File: src/rtl/proc_trace_buf.sv
// Trace capture buffer: FIFO of {addr,data} records drained as 9-byte frames
// (0xA5, addr MSB first, data MSB first) on a valid/ready byte stream.
module proc_trace_buf #(
  parameter int unsigned DEPTH = 8
) (
  input  logic                     clk,
  input  logic                     rst,
  input  logic                     trace_val,
  input  logic [31:0]              trace_addr,
  input  logic [31:0]              trace_data,
  output logic                     ser_val,
  output logic [7:0]               ser_data,
  input  logic                     ser_rdy,
  output logic [$clog2(DEPTH):0]   occupancy,
  output logic                     ovf,
  output logic [7:0]               drop_cnt
);

  localparam int unsigned PTR_W = $clog2(DEPTH);
  localparam int unsigned OCC_W = PTR_W + 1;

  typedef enum logic [1:0] {IDLE, HDR, ADDR, DATA} state_t;

  state_t             state_q, state_d;
  logic [1:0]         idx_q, idx_d;
  logic [63:0]        mem [DEPTH];
  logic [PTR_W-1:0]   wr_ptr, rd_ptr;
  logic [63:0]        head;
  logic [31:0]        word;
  logic               hs, pop, full, push, drop;
  logic [OCC_W-1:0]   occ_d;
  logic               ser_val_d;
  logic [7:0]         ser_data_d;

  // The head record is popped only once its last data byte is accepted.
  assign hs    = ser_val && ser_rdy;
  assign pop   = hs && (state_q == DATA) && (idx_q == 2'd3);
  assign full  = (occupancy == OCC_W'(DEPTH));
  assign push  = trace_val && (!full || pop);
  assign drop  = trace_val && full && !pop;
  assign occ_d = occupancy + OCC_W'(push) - OCC_W'(pop);
  assign head  = mem[rd_ptr];

  // State register
  always_ff @(posedge clk) begin
    if (!rst) begin
      state_q <= IDLE;
      idx_q   <= 2'd0;
    end else begin
      state_q <= state_d;
      idx_q   <= idx_d;
    end
  end

  // Next-state logic
  always_comb begin
    state_d = state_q;
    idx_d   = idx_q;
    case (state_q)
      IDLE: begin
        idx_d = 2'd0;
        if (occupancy != '0) state_d = HDR;
      end
      HDR: begin
        if (hs) begin
          state_d = ADDR;
          idx_d   = 2'd0;
        end
      end
      ADDR: begin
        if (hs) begin
          if (idx_q == 2'd3) begin
            state_d = DATA;
            idx_d   = 2'd0;
          end else begin
            idx_d = idx_q + 2'd1;
          end
        end
      end
      DATA: begin
        if (hs) begin
          if (idx_q == 2'd3) begin
            state_d = (occ_d != '0) ? HDR : IDLE;
            idx_d   = 2'd0;
          end else begin
            idx_d = idx_q + 2'd1;
          end
        end
      end
      default: begin
        state_d = IDLE;
        idx_d   = 2'd0;
      end
    endcase
  end

  // Output logic: next byte computed from the next state; head only changes
  // on a pop, which always leads to HDR or IDLE.
  always_comb begin
    ser_val_d  = (state_d != IDLE);
    ser_data_d = 8'h00;
    word       = (state_d == ADDR) ? head[63:32] : head[31:0];
    case (state_d)
      HDR: ser_data_d = 8'hA5;
      ADDR, DATA: begin
        case (idx_d)
          2'd0:    ser_data_d = word[31:24];
          2'd1:    ser_data_d = word[23:16];
          2'd2:    ser_data_d = word[15:8];
          default: ser_data_d = word[7:0];
        endcase
      end
      default: ser_data_d = 8'h00;
    endcase
  end

  // Registered stream outputs, pointers and status
  always_ff @(posedge clk) begin
    if (!rst) begin
      ser_val   <= 1'b0;
      ser_data  <= 8'h00;
      wr_ptr    <= '0;
      rd_ptr    <= '0;
      occupancy <= '0;
      ovf       <= 1'b0;
      drop_cnt  <= 8'h00;
    end else begin
      ser_val   <= ser_val_d;
      ser_data  <= ser_data_d;
      occupancy <= occ_d;
      if (push) wr_ptr <= wr_ptr + PTR_W'(1);
      if (pop)  rd_ptr <= rd_ptr + PTR_W'(1);
      if (drop) begin
        ovf <= 1'b1;
        if (drop_cnt != 8'hFF) drop_cnt <= drop_cnt + 8'd1;
      end
    end
  end

  // Record storage
  always_ff @(posedge clk) begin
    if (rst && push) mem[wr_ptr] <= {trace_addr, trace_data};
  end

endmodule

File: config.mk
export PLATFORM = sky130hd
export DESIGN_NAME = proc_trace_buf
export DESIGN_NICKNAME = d
export VERILOG_FILES = /design/src/rtl/proc_trace_buf.sv
export SDC_FILE = /design/constraint.sdc
export NUM_CORES = 1
export LEC_CHECK = 0
export BUFFER_PORTS_ARGS = -buffer_cell sky130_fd_sc_hd__buf_2
export CORE_MARGIN = 2
export CORE_UTILIZATION = 45
export DETAILED_ROUTE_END_ITERATION = 16
export PLACE_DENSITY_LB_ADDON = 0.15
export SLEW_MARGIN = 15
export SYNTH_ARGS = -nofsm -noshare
export SYNTH_HDL_FRONTEND = slang
export SYNTH_SLANG_ARGS = --single-unit
export TNS_END_PERCENT = 50
File: constraint.sdc
create_clock -name clk -period 6.5 [get_ports clk]
set_clock_uncertainty 0.1 [all_clocks]
set_input_delay 0 -clock clk [delete_from_list [all_inputs] [get_ports clk]]
set_output_delay 0 -clock clk [all_outputs]
set_load 0.02 [all_outputs]
==> impl_metrics.env <==
export IMPL_initial_utilization_pct=45.5
export IMPL_dpl_instance_area_um2=22300
export IMPL_grt_pass1_vias=10400
export IMPL_io_buffers=89
export IMPL_postRouteAntennaNets=0
export IMPL_core_area_um2=46500
export IMPL_ys_top_cells_by_area="edfxtp_1 (73%), mux4_2 (16%), dfxtp_1 (3.3%)"
export IMPL_clk_pin_slew_ns=0.06
export IMPL_p_leak_uw=0.00788
export IMPL_powerDensity_nw_per_um2=306
export IMPL_cp_required_ns=6.94
export IMPL_hpwlAfterDp_um=23900
export IMPL_min_to="mem[6][47]"
export IMPL_reg2reg_from="state_q[0]"
export IMPL_drive_gt1_share_pct=29.8
export IMPL_grt_max_degree=65
export IMPL_drt_first_iter_violations=924
export IMPL_top_layer="met5"
export IMPL_cts_made_buffers=54
export IMPL_cts_root_buf="clkbuf_16"
export IMPL_wire_per_inst_um=24.4
export IMPL_arrival_ns=4.14
export IMPL_area_growth_pct=16.8
export IMPL_reg2reg_depth=13
export IMPL_maxCapViolCount=0
export IMPL_post_cts_setup_buffers=0
export IMPL_synth_cells=953
export IMPL_power_switching_uw=1650
export IMPL_timing_rr_end="ser_data[7]"
export IMPL_r2r_slack_ns=2.79
export IMPL_chipWidth_um=221
export IMPL_pin_count=90
export IMPL_clockBufferDepth=3
export IMPL_viasPerCell=5.51
export IMPL_peakVddDrop_uv=208
export IMPL_max_stage_delay_ns=0.65
export IMPL_power_uw=7560
export IMPL_htreeDepth=2
export IMPL_overflow=0
export IMPL_yosys_top_cells_count="edfxtp_1 (512), mux4_2 (147), dfxtp_1 (35)"
export IMPL_cpMaxStageDelayCell="o21ai_0"
export IMPL_internal_power_uw=5910
export IMPL_maxSlewHeadroom_pct=26.0
export IMPL_endpoint_kind="flop"
export IMPL_async_flop_share_pct=0
export IMPL_drc=0
export IMPL_grt_antenna_before_repair=1
export IMPL_route_met2_wl_um=21300
export IMPL_rsz0062_at_grt="no"
export IMPL_met1_length_um=19800
export IMPL_ys_warn_count=0
export IMPL_synth_seq_cells=547
export IMPL_min_path_cells=2
export IMPL_crit_fanout=8
export IMPL_worst_slew_pin_slew_ns=1.11
export IMPL_grt_pass1_wl_um=66100
export IMPL_comb_power_share_pct=7.0
export IMPL_final_util_pct=53.2
export IMPL_netlist_area_um2=21200
export IMPL_fillerInstances=3647
export IMPL_clkPwrFrac_pct=40.0
export IMPL_synth_edff_count=512
export IMPL_whs_ns=0.106
export IMPL_fmax_mhz=270
export IMPL_swShare_pct=21.8
export IMPL_cp_common_cell="and3_1"
export IMPL_seq_power_share_pct=53.0
export IMPL_cts_tree="yes"
export IMPL_hold_violations=0
export IMPL_hold_path_class="input pin to flop"
export IMPL_hp_start="trace_addr[15]"
export IMPL_finalSetupTns_ns=0
export IMPL_diodes=0
export IMPL_netlist_area_leader_share_pct=72.7
export IMPL_post_route_period_util_pct=57.0
export IMPL_synth_top_area_cell="edfxtp_1"
export IMPL_finalSetupViolCount=0
export IMPL_avgSynthCellArea_um2=22.2
export IMPL_layout_nets=1218
export IMPL_fin_crit_ns=3.71
export IMPL_critical_path_class="flop to flop"
export IMPL_wirelength_um=43700
export IMPL_clock_latency_ns=0.60
export IMPL_seq_area_frac_synth_pct=76.0
export IMPL_yosysUniqueCellTypes=48
export IMPL_drt_pass1_iter_count=4
export IMPL_synth_top_flop_cell="edfxtp_1"
export IMPL_vias=9876
export IMPL_die_h_um=221
export IMPL_cts_sinks=547
export IMPL_final_area_um2=24700
export IMPL_die_area_um2=48800
export IMPL_status="finished clean"
export IMPL_startpoint_type="flop"
export IMPL_slew_violations=0
export IMPL_track_usage_pct=18.1
export IMPL_syn_nets=1031
export IMPL_cp_cell_sequence="and3_1 -> and3_1 -> nand2b_1 -> nand2_1 -> ha_1 -> inv_1 -> fa_1 -> xnor2_1 -> nor3b_1 -> mux2i_1 -> a21oi_1 -> o21ai_0 -> and3_1"
export IMPL_synth_most_common_cell="edfxtp_1"
export IMPL_rows=79
export IMPL_met3_length_um=1580
export IMPL_routabilityCongestion=0.752
## logic make-up after synthesis
kind of cell | count (synthesis) | synth area share, %
XOR/XNOR | 11 | 0.455
AO/OA/AOI/OAI | 51 | 1.83
buffers and inverters | 54 | 1.45
multiplexers | 175 | 17.0
AND/OR/NAND/NOR | 105 | 2.68
flip-flops | 547 | 76.0
adder cells (fa/ha/maj) | 10 | 0.627
## layout by cell type (no fill, tap or decap), types with 2 or more instances in the layout
cell,instances
a211oi_1,13
a21boi_0,3
a21oi_1,8
a22o_1,2
a311oi_1,3
and2_1,16
and3_1,6
buf_2,89
buf_4,20
bufinv_16,5
clkbuf_1,8
clkbuf_16,55
clkinv_1,11
clkinv_2,17
clkinvlp_4,3
dfxtp_1,32
dfxtp_4,3
dlygate4sd3_1,68
edfxtp_1,512
ha_1,9
inv_1,6
mux2i_1,28
mux4_2,147
nand2_1,26
nand2b_1,3
nand3_1,8
nand4_1,5
nor2_1,10
nor2_4,4
nor2b_1,15
nor3_2,4
o211ai_1,2
o21a_1,2
o21ai_0,3
o22ai_1,3
o31ai_1,2
o32a_1,2
o41a_1,2
xnor2_1,10
## power groups by stage
stage	Combinational, uW	Sequential, uW	Clock (uW)
final	526	4010	3030
after global routing	578	4010	3250
after CTS	536	4010	3110
after detailed placement	499	4080	0
after global placement	497	4080	0
after floorplan	267	4100	0
## final cells by class
class | count | area (um2) | share of cell area [%]
clock buffer | 63 | 1410 | 5.69
clock inverter | 37 | 308 | 1.25
inverter | 7 | 26.3 | 0.106
multi-input combinational | 352 | 4820 | 19.5
sequential | 547 | 16100 | 65.1
tap | 607 | 759 | 3.07
timing repair buffer | 178 | 1300 | 5.25
## metal layers
layer	vias up	GRT usage (%)
met3	68	2.91
met1	5257	25.8
met5	-	0
li1	4383	-
met4	2	5.87
met2	166	28.9
## stage by stage
stage | setup slack [ns] | cells
floorplan | 0.0134 | 953
global placement | 2.93 | 1623
detailed placement | 2.85 | 1623
CTS | 2.82 | 1791
global route | 2.38 | 1791
finish | 2.79 | 1791
## critical path: cells and delay by family, from the launching register on
kind                     cells  cell delay [ns]
AO/OA/AOI/OAI                2             0.74
buffers and inverters        1             0.06
AND/OR/NAND/NOR              6             1.31
adder cells (fa/ha/maj)      2             0.55
flip-flops                   1             0.41
XOR/XNOR                     1             0.27
multiplexers                 1             0.18
## state kept, by name, indices dropped and copies added, names as in the netlist, named ones only
register   flops
mem          512
rd_ptr         3
idx_q          2
ser_data       8
drop_cnt       8
ser_val        1
wr_ptr         3
occupancy      4
ovf            1
state_q        2
## worst max-delay path by stage
stage	from	endpoint	slack [ns]	depth (start not counted)
after floorplan	ser_val	mem[3][0]	0.01	7
after global placement	state_q[0]	mem[7][36]	2.93	6
after detailed placement	state_q[0]	ser_data[7]	2.85	13
after CTS	state_q[0]	mem[7][0]	2.82	6
after global routing	state_q[0]	ser_data[5]	2.38	13
final	state_q[0]	ser_data[7]	2.79	13
## what timing repair did
action,in CTS,in global routing
hold buffers,68,0
hold endpoints to repair,539,0
resized for setup,0,0
Note: power is estimated with default switching activity, not from simulation.
